[config.mk]
export PLATFORM = sky130hd
export DESIGN_NAME = uart_axi_slave
export DESIGN_NICKNAME = d
export VERILOG_FILES = /design/src/rtl/uart_axi_slave.sv
export SDC_FILE = /design/constraint.sdc
export NUM_CORES = 1
export LEC_CHECK = 0
export ABC_AREA = 1
export ABC_CLOCK_PERIOD_IN_PS = 3360
export CELL_PAD_IN_SITES_DETAIL_PLACEMENT = 1
export CELL_PAD_IN_SITES_GLOBAL_PLACEMENT = 1
export CORE_MARGIN = 10
export CORE_UTILIZATION = 40
export DETAILED_ROUTE_END_ITERATION = 16
export PLACE_DENSITY = 0.86
export SYNTH_ARGS = -nofsm -noshare
export SYNTH_HDL_FRONTEND = slang
export SYNTH_SLANG_ARGS = --single-unit
[constraint.sdc]
create_clock -name clk -period 3.36 [get_ports clk]
set_clock_uncertainty 0.1 [all_clocks]
set_input_delay 0.336 -clock clk [delete_from_list [all_inputs] [get_ports clk]]
set_output_delay 0.336 -clock clk [all_outputs]
set_load 0.005 [all_outputs]
[src/rtl/uart_axi_slave.sv]
// uart_axi_slave
//   AXI4 slave front end for the direct-serial UART. Decodes two registers by
//   addr[2]: DATA (0) and STATUS (1). Received bytes are buffered in an RX FIFO.
//   One pending TX byte is held, with write backpressure while it is waiting.
//
// Ports
//   clk, rst                   clock, asynchronous active-high reset
//   io_uart_ar_* / io_uart_r_* AXI4 read address / read data channels
//   io_uart_aw_* / io_uart_w_* AXI4 write address / write data channels
//   io_uart_b_*                AXI4 write response channel (resp always OKAY)
//   tx_start, tx_data          launch pulse and byte for the transmit engine
//   tx_busy                    transmit engine busy
//   rx_valid, rx_data          received-byte strobe and byte from the receive engine
module uart_axi_slave #(
  parameter int RX_DEPTH = 16
) (
  input  logic        clk,
  input  logic        rst,
  input  logic [7:0]  io_uart_ar_id,
  input  logic [31:0] io_uart_ar_addr,
  input  logic [7:0]  io_uart_ar_len,
  input  logic [2:0]  io_uart_ar_size,
  input  logic [1:0]  io_uart_ar_burst,
  input  logic        io_uart_ar_valid,
  output logic        io_uart_ar_ready,
  output logic [7:0]  io_uart_r_id,
  output logic [31:0] io_uart_r_data,
  output logic [1:0]  io_uart_r_resp,
  output logic        io_uart_r_last,
  output logic        io_uart_r_valid,
  input  logic        io_uart_r_ready,
  input  logic [7:0]  io_uart_aw_id,
  input  logic [31:0] io_uart_aw_addr,
  input  logic [7:0]  io_uart_aw_len,
  input  logic [2:0]  io_uart_aw_size,
  input  logic [1:0]  io_uart_aw_burst,
  input  logic        io_uart_aw_valid,
  output logic        io_uart_aw_ready,
  input  logic [31:0] io_uart_w_data,
  input  logic [3:0]  io_uart_w_strb,
  input  logic        io_uart_w_last,
  input  logic        io_uart_w_valid,
  output logic        io_uart_w_ready,
  output logic [7:0]  io_uart_b_id,
  output logic [1:0]  io_uart_b_resp,
  output logic        io_uart_b_valid,
  input  logic        io_uart_b_ready,
  output logic        tx_start,
  output logic [7:0]  tx_data,
  input  logic        tx_busy,
  input  logic        rx_valid,
  input  logic [7:0]  rx_data
);
  localparam int AW = $clog2(RX_DEPTH);

  typedef enum logic {R_IDLE, R_DATA} rstate_t;
  typedef enum logic [1:0] {W_IDLE, W_DATA, W_RESP} wstate_t;

  // read side
  rstate_t     r_rstate;
  logic        r_ar_ready, r_r_valid, r_r_last, r_rsel, r_beat_fifo;
  logic [7:0]  r_r_id, r_rcnt;
  logic [31:0] r_r_data;
  // write side
  wstate_t     r_wstate;
  logic        r_aw_ready, r_wsel, r_b_valid, r_tx_pend;
  logic [7:0]  r_b_id, r_tx_hold;
  // RX FIFO
  logic [7:0]  r_mem [RX_DEPTH];
  logic [AW:0] r_wr_ptr, r_rd_ptr;
  logic        r_overrun;

  logic        w_ar_hs, w_r_hs, w_pop, w_push, w_drop, w_full, w_stat_clr;
  logic [AW:0] w_rd_ptr_next;
  logic        w_head_avail, w_tx_ready, w_beat_sel, w_beat_fifo;
  logic [7:0]  w_head;
  logic [31:0] w_beat_data;
  logic        w_w_ready, w_w_hs, w_tx_load, w_tx_launch;

  assign w_ar_hs    = io_uart_ar_valid & r_ar_ready;
  assign w_r_hs     = r_r_valid & io_uart_r_ready;
  // Pop only when the beat being consumed actually carried a FIFO byte.
  assign w_pop      = w_r_hs & r_beat_fifo;
  assign w_full     = (r_wr_ptr[AW] != r_rd_ptr[AW]) && (r_wr_ptr[AW-1:0] == r_rd_ptr[AW-1:0]);
  assign w_push     = rx_valid & (~w_full | w_pop);
  assign w_drop     = rx_valid & w_full & ~w_pop;
  assign w_stat_clr = w_r_hs & r_rsel;

  // Next beat is computed against the FIFO state after this cycle's pop,
  // so consecutive DATA beats walk through the FIFO.
  assign w_rd_ptr_next = r_rd_ptr + (AW+1)'(w_pop);
  assign w_head_avail  = (w_rd_ptr_next != r_wr_ptr);
  assign w_head        = r_mem[w_rd_ptr_next[AW-1:0]];
  assign w_tx_ready    = ~tx_busy & ~r_tx_pend;
  assign w_beat_sel    = (r_rstate == R_IDLE) ? io_uart_ar_addr[2] : r_rsel;
  assign w_beat_fifo   = ~w_beat_sel & w_head_avail;
  assign w_beat_data   = w_beat_sel
                       ? {29'b0, r_overrun & ~w_stat_clr, w_head_avail, w_tx_ready}
                       : (w_head_avail ? {24'b0, w_head} : 32'b0);

  assign w_w_ready   = (r_wstate == W_DATA) & (~r_tx_pend | r_wsel);
  assign w_w_hs      = io_uart_w_valid & w_w_ready;
  assign w_tx_load   = w_w_hs & ~r_wsel & io_uart_w_strb[0];
  assign w_tx_launch = r_tx_pend & ~tx_busy;

  // Read FSM
  always_ff @(posedge clk or posedge rst) begin
    if (rst) begin
      r_rstate    <= R_IDLE;
      r_ar_ready  <= 1'b0;
      r_r_valid   <= 1'b0;
      r_r_last    <= 1'b0;
      r_rsel      <= 1'b0;
      r_beat_fifo <= 1'b0;
      r_r_id      <= 8'b0;
      r_rcnt      <= 8'b0;
      r_r_data    <= 32'b0;
    end else begin
      case (r_rstate)
        R_IDLE: begin
          r_ar_ready <= 1'b1;
          if (w_ar_hs) begin
            r_ar_ready  <= 1'b0;
            r_r_id      <= io_uart_ar_id;
            r_rsel      <= io_uart_ar_addr[2];
            r_rcnt      <= io_uart_ar_len;
            r_r_valid   <= 1'b1;
            r_r_last    <= (io_uart_ar_len == 8'd0);
            r_r_data    <= w_beat_data;
            r_beat_fifo <= w_beat_fifo;
            r_rstate    <= R_DATA;
          end
        end
        R_DATA: begin
          if (w_r_hs) begin
            if (r_rcnt == 8'd0) begin
              r_r_valid   <= 1'b0;
              r_r_last    <= 1'b0;
              r_beat_fifo <= 1'b0;
              r_ar_ready  <= 1'b1;
              r_rstate    <= R_IDLE;
            end else begin
              r_rcnt      <= r_rcnt - 8'd1;
              r_r_last    <= (r_rcnt == 8'd1);
              r_r_data    <= w_beat_data;
              r_beat_fifo <= w_beat_fifo;
            end
          end
        end
        default: r_rstate <= R_IDLE;
      endcase
    end
  end

  // Write FSM
  always_ff @(posedge clk or posedge rst) begin
    if (rst) begin
      r_wstate   <= W_IDLE;
      r_aw_ready <= 1'b0;
      r_wsel     <= 1'b0;
      r_b_valid  <= 1'b0;
      r_b_id     <= 8'b0;
    end else begin
      case (r_wstate)
        W_IDLE: begin
          r_aw_ready <= 1'b1;
          if (io_uart_aw_valid & r_aw_ready) begin
            r_aw_ready <= 1'b0;
            r_b_id     <= io_uart_aw_id;
            r_wsel     <= io_uart_aw_addr[2];
            r_wstate   <= W_DATA;
          end
        end
        W_DATA: begin
          if (w_w_hs & io_uart_w_last) begin
            r_b_valid <= 1'b1;
            r_wstate  <= W_RESP;
          end
        end
        W_RESP: begin
          if (io_uart_b_ready) begin
            r_b_valid  <= 1'b0;
            r_aw_ready <= 1'b1;
            r_wstate   <= W_IDLE;
          end
        end
        default: r_wstate <= W_IDLE;
      endcase
    end
  end

  // TX holding register; load and launch never coincide because w_ready
  // for DATA writes is held low while a byte is pending.
  always_ff @(posedge clk or posedge rst) begin
    if (rst) begin
      r_tx_pend <= 1'b0;
      r_tx_hold <= 8'b0;
    end else if (w_tx_load) begin
      r_tx_pend <= 1'b1;
      r_tx_hold <= io_uart_w_data[7:0];
    end else if (w_tx_launch) begin
      r_tx_pend <= 1'b0;
    end
  end

  // RX FIFO storage (no reset needed: pointers define validity)
  always_ff @(posedge clk) begin
    if (w_push) r_mem[r_wr_ptr[AW-1:0]] <= rx_data;
  end

  always_ff @(posedge clk or posedge rst) begin
    if (rst) begin
      r_wr_ptr  <= '0;
      r_rd_ptr  <= '0;
      r_overrun <= 1'b0;
    end else begin
      if (w_push) r_wr_ptr <= r_wr_ptr + 1'b1;
      r_rd_ptr <= w_rd_ptr_next;
      if (w_drop)          r_overrun <= 1'b1;
      else if (w_stat_clr) r_overrun <= 1'b0;
    end
  end

  assign io_uart_ar_ready = r_ar_ready;
  assign io_uart_r_id     = r_r_id;
  assign io_uart_r_data   = r_r_data;
  assign io_uart_r_resp   = 2'b00;
  assign io_uart_r_last   = r_r_last;
  assign io_uart_r_valid  = r_r_valid;
  assign io_uart_aw_ready = r_aw_ready;
  assign io_uart_w_ready  = w_w_ready;
  assign io_uart_b_id     = r_b_id;
  assign io_uart_b_resp   = 2'b00;
  assign io_uart_b_valid  = r_b_valid;
  assign tx_start         = w_tx_launch;
  assign tx_data          = r_tx_hold;

  logic w_unused;
  assign w_unused = &{1'b0, io_uart_ar_addr[31:3], io_uart_ar_addr[1:0], io_uart_ar_size,
                      io_uart_ar_burst, io_uart_aw_addr[31:3], io_uart_aw_addr[1:0],
                      io_uart_aw_len, io_uart_aw_size, io_uart_aw_burst,
                      io_uart_w_data[31:8], io_uart_w_strb[3:1]};
endmodule

Word-level counts from Yosys, hierarchy flattened
Memory sizes are Yosys's and may differ from the RTL's.
Index checks and enable logic that the tools add are counted.
{"block": "classes", "addsub": 3, "eq_ne": 13, "muxes": 47, "bitwise": 27, "reduce_logical": 17}
{"operator": "$mux W32", "count": 3}
{"operator": "$pmux W32 S2", "count": 1}
{"operator": "$mux W8", "count": 5}
{"operator": "$mux W1", "count": 26}
{"operator": "$and A1 B1 Y1", "count": 17}
{"operator": "$logic_not A8 Y1", "count": 2}
{"operator": "$pmux W8 S2", "count": 1}
{"operator": "$pmux W1 S2", "count": 7}
{"operator": "$reduce_and A3 Y1", "count": 4}
{"operator": "$reduce_and A2 Y1", "count": 5}
{"operator": "$eq A8 B1 Y1 const B", "count": 1}
{"operator": "$ne A2 B2 Y1 const B", "count": 4}
{"operator": "$not A1 Y1", "count": 8}
{"operator": "$reduce_bool A2 Y1", "count": 4}
{"operator": "$sub A8 B1 Y8 const B", "count": 1}
{"operator": "$mux W2", "count": 3}
{"operator": "$ne A2 B1 Y1 const B", "count": 3}
{"operator": "$pmux W2 S3", "count": 1}
{"operator": "$add A5 B1 Y5", "count": 1}
{"operator": "$add A5 B1 Y5 const B", "count": 1}
{"operator": "$ne A5 B5 Y1", "count": 1}
{"operator": "$eq A4 B4 Y1", "count": 1}
{"operator": "$eq A2 B1 Y1 const B", "count": 1}
{"operator": "$eq A2 B2 Y1 const B", "count": 1}
{"operator": "other kinds (4)", "count": 5}
{"block": "totals", "reg_bits": 87, "mem_bits_rw": 128, "inputBits": 160, "out_inout_bits": 67, "wordCells": 127, "memories": 1}
{"name": "r_mem", "depth": 16, "word_bits": 8, "rd": 1, "rd_ports_with_merged_regs": 0, "wr": 1, "line_no": "69", "rtl": "logic [7:0] r_mem [RX_DEPTH];"}

Longest topological paths before layout
{"block": "logic_depth", "word_depth": 9, "ltp_mapped": 14, "ltp_nobuf": 13}

Least setup slack after synthesis
OpenSTA, ideal clock, no wires.
{"block": "synth_path", "path_type": "register -> register", "from": "register r_r_valid (netlist: io_uart_r_valid)", "to": "register r_r_data[3] (netlist: io_uart_r_data[3])", "setup_ns": 0.117, "t_arrival_ns": 1.861, "t_required_ns": 3.143, "path_slack_ns": 1.282, "path_stages_with_launch": 13, "synth_period_minus_slack_ns": 2.078, "path_cell_list": "dfrtp_1 -> nand2_1 -> nor2_1 -> ha_1 -> ha_1 -> buf_2 -> inv_2 -> clkbuf_1 -> nand3_1 -> nand3_1 -> nand3_1 -> nand2_1 -> o21ai_2"}
{"block": "synth_via", "elab_chain_cells": 9}
{"item": "start: declaration", "line_no": "61", "rtl": "logic r_ar_ready, r_r_valid, r_r_last, r_rsel, r_beat_fifo;"}
{"item": "start signal: assignment", "line_no": "111", "rtl": "r_r_valid <= 1'b0;"}
{"item": "start signal: assignment", "line_no": "127", "rtl": "r_r_valid <= 1'b1;"}
{"item": "start signal: assignment", "line_no": "137", "rtl": "r_r_valid <= 1'b0;"}
{"item": "$and A1 B1 Y1 (*)", "line_no": "81", "rtl": "assign w_r_hs = r_r_valid & io_uart_r_ready;"}
{"item": "$and A1 B1 Y1 (*)", "line_no": "83", "rtl": "assign w_pop = w_r_hs & r_beat_fifo;"}
{"item": "$add A5 B1 Y5 (*)", "line_no": "91", "rtl": "assign w_rd_ptr_next = r_rd_ptr + (AW+1)'(w_pop);"}
{"item": "via w_rd_ptr_next[1]", "line_no": "74", "rtl": "logic [AW:0] w_rd_ptr_next;"}
{"item": "$mem_v2 Z16 W8 / $ne A5 B5 Y1 (equally long branches)"}
{"item": "$mux W8 (*)", "line_no": "99", "rtl": ": (w_head_avail ? {24'b0, w_head} : 32'b0);"}
{"item": "$mux W8 (*)", "line_no": "98", "rtl": "? {29'b0, r_overrun & ~w_stat_clr, w_head_avail, w_tx_ready}"}
{"item": "$mux W32", "line_no": "136", "rtl": "if (r_rcnt == 8'd0) begin"}
{"item": "$mux W32", "line_no": "135", "rtl": "if (w_r_hs) begin"}
{"item": "$pmux W32 S2 (*)", "line_no": "119", "rtl": "case (r_rstate)"}
{"item": "end signal: assignment", "line_no": "129", "rtl": "r_r_data <= w_beat_data;"}
{"item": "end signal: assignment", "line_no": "145", "rtl": "r_r_data <= w_beat_data;"}
{"item": "end: declaration", "line_no": "63", "rtl": "logic [31:0] r_r_data;"}
The timed path passes the listed nets; every way through them passes the cells marked *. The select of a mux whose other input is x is not followed.
A chain may end at the register's enable or synchronous reset.

Worst setup path in the final report
{"block": "layout_path", "from": "register r_r_valid (netlist: io_uart_r_valid)", "to": "register r_r_data[2] (netlist: io_uart_r_data[2])"}
The elaborated chain is that of the path after synthesis.

==> results.json <==
{
  "final_cell_mix": "nand2_1 (265), edfxtp_1 (128), nand3_1 (116), clkdlybuf4s50_1 (91), dfrtp_1 (63)",
  "drt_wl_total_um": 24000,
  "maxCapViolCount": 0,
  "final_util_pct": 49.0,
  "drc": 0,
  "max_stage_delay_ns": 0.39,
  "final_common_cell": "nand2_1",
  "die_area_um2": 27600,
  "netlist_area_um2": 8540,
  "rsz0062_at_grt": "false",
  "detail_route.vias_per_cell": 5.20,
  "cts_max_path_buffers": 2,
  "synth_edf_count": 128,
  "port-buffer-count": 91,
  "async_flop_share_pct": 33.0,
  "synthXorXnorAreaFrac_pct": 1.41,
  "cts_resized": 0,
  "fp.dieW_um": 166,
  "yosysWarnings": 0,
  "grt_pass1_vias": 6971,
  "clock_sinks": 191,
  "period_minus_slack_ns": 2.83,
  "fin_nets": 1100,
  "place_hpwl_um": 16400,
  "p_per_area_nw_per_um2": 589,
  "tightest_slew_ns": 0.829,
  "synth_compound_area_share_pct": 3.87,
  "ys.flop_type": "edfxtp_1",
  "start_kind": "flip-flop",
  "area_growth_pct": 20.7,
  "worstSetupPathType": "reg2reg",
  "fmax_ghz": 0.354,
  "synth_top_family_by_area": "simple AND/OR/NAND/NOR gates",
  "clock_latency_ns": 0.44,
  "cp.arrival_ns": 3.06,
  "cts_tree": "built",
  "hold_path.class": "in2async",
  "yosys.area_share.simple_pct": 23.3,
  "h-tree-depth": 4,
  "antenna-diode-count": 0,
  "endpoint_kind": "flip-flop",
  "antenna_found_initial": 0,
  "worstPathRequired_ns": 3.59,
  "cts_root_buf": "clkbuf_16",
  "grt_use_total_pct": 17.4,
  "crit_buf_inv": 3,
  "dpl-instance-area_um2": 9720,
  "ys_ff_latch": 191,
  "wire_per_inst_um": 19.7,
  "timing.final.max_slew_violations": 0,
  "crit_path_cell_trace": "nand2_1, nor2_1, ha_2, ha_1, inv_2, buf_4, nand3_1, nand3_1, nand3_1, nand2_1, inv_1, nand2_1, a21oi_2",
  "final_layout_size_suffix_gt1_share_pct": 11.3,
  "core_area_um2": 21000,
  "fp.dieH_um": 166,
  "fin_crit_sh_pct": 84.2,
  "num_rows": 53,
  "finalHoldViolations": 0,
  "start_util_pct": 40.6,
  "slew-limit-headroom_pct": 44.1,
  "pin_count": 227,
  "max-vdd-ir-drop_v": 0.000425,
  "gp_congestion": 0.814,
  "hold_ws_ns": 0.165,
  "synth_area_leaders": "edfxtp_1 (45%), dfrtp_1 (18%), nand2_1 (12%)",
  "drt-initial-drc-count": 589,
  "grt_max_degree": 55,
  "synth_cells": 825,
  "synth_largest_area_cell": "edfxtp_1",
  "final_area_um2": 10300,
  "status": "completed",
  "grt-ovfl-total": 0,
  "setup_viol_count_final": 0,
  "crit_path_top_delay_cell": "dfrtp_1",
  "synth_mux_area_share_pct": 0,
  "drt_pre_antenna_iters": 5,
  "grt_first_pass_wirelength_um": 38300,
  "vias": 6334,
  "synth-adder-area-share_pct": 1.32,
  "clkTransAtPathRegs_ns": 0.08,
  "synth.avg_cell_area_um2": 10.4,
  "cts_buffers": 17,
  "setup_tns_ns": 0,
  "cts_setup_buffers": 0,
  "antenna_left": 0,
  "setup.worst_path.start": "io_uart_r_valid",
  "yosysSeqAreaShare_pct": 63.5,
  "crit_fanout": 17,
  "p_leak_nw": 4.24,
  "synthDistinctLibCells": 36,
  "cpLargestDelayFamily": "simple AND/OR/NAND/NOR gates",
  "synth_top_area_share_pct": 45.0,
  "holdBufCountCts": 0,
  "reg2reg_from": "io_uart_r_valid"
}
## per-layer routing
| metal | share of wire [%] | global-route usage [%] | vias up |
|---|---|---|---|
| met3 | 4.8 | 3.53 | 50 |
| met1 | 39 | 19.3 | 3165 |
| met4 | 2.5 | 7.05 | 0 |
| li1 | - | - | 2920 |
| met5 | 0 | 0 | - |
| met2 | 54 | 31.9 | 199 |
## worst paths after layout
check	to	slack, ns	depth (start not counted)
min in group clk	io_uart_r_id[1]	0.32	3
worst max-delay path	io_uart_r_data[2]	0.53	13
worst min register to register	io_uart_b_valid	0.37	1
worst max register to register	io_uart_r_data[2]	0.53	13
worst min-delay path	io_uart_r_id[2]	0.17	3
max in group asynchronous	r_rcnt[2]	2.51	3
## per-stage QoR
stage	power [mW]	std cells	setup slack (ns)
finish	6.07	1219	0.532
global route	6.35	1219	0.390
CTS	6.12	1219	0.553
detailed placement	4.11	1187	0.216
global placement	4.02	1187	0.361
floorplan	3.56	852	1.28
## tightest hold or removal path, stage by stage
cell	delay (ns)
clkdlybuf4s50_1	0.41
inv_2	0.06
buf_4	0.30
## synthesized netlist by cell type (3+ instances only)
cell        n
dfrtp_1    63
o21ai_1     9
nand2_4     5
buf_2      16
inv_2      10
a21oi_1     8
xor2_1      7
o211ai_1    3
nand2_1   265
o21ai_2     8
buf_4      35
edfxtp_1  128
clkbuf_1    4
nor2_2      5
nand3_2     5
ha_1        9
nor2_1     46
buf_6       3
nor3_1      6
nand2_2     4
xnor2_1     3
inv_1      30
o21ai_0    18
nand3_1   116
## area by class of cell
| type | count | area [µm²] |
|---|---|---|
| Clock buffer | 20 | 468 |
| Clock inverter | 12 | 115 |
| Fill cell | 2285 | 10700 |
| Inverter | 43 | 169 |
| Multi-Input combinational cell | 560 | 2660 |
| Sequential cell | 191 | 5420 |
| Tap cell | 275 | 344 |
| Timing Repair Buffer | 118 | 1130 |
## kinds of logic after synthesis
group                    after synthesis
AND/OR/NAND/NOR                      458
flip-flops                           191
buffers and inverters                101
AO/OA/AOI/OAI                         53
XOR/XNOR                              12
adder cells (fa/ha/maj)                9
other                                  1
## registers in the layout, indices dropped and copies added (netlist names), 2 cells and up
name	count
r_mem	128
io_uart_b_id	8
io_uart_r_data	8
io_uart_r_id	8
r_rcnt	8
tx_data	8
r_rd_ptr	5
r_wr_ptr	5
r_wstate	2
## power by group
group          internal [mW]  switching [mW]  leakage [nW]
Clock                   1.04           0.958         0.287
Sequential              2.81           0.160          1.93
Combinational          0.472           0.624          2.02
Total                   4.33            1.74          4.24
(Power assumes the default switching activity.)
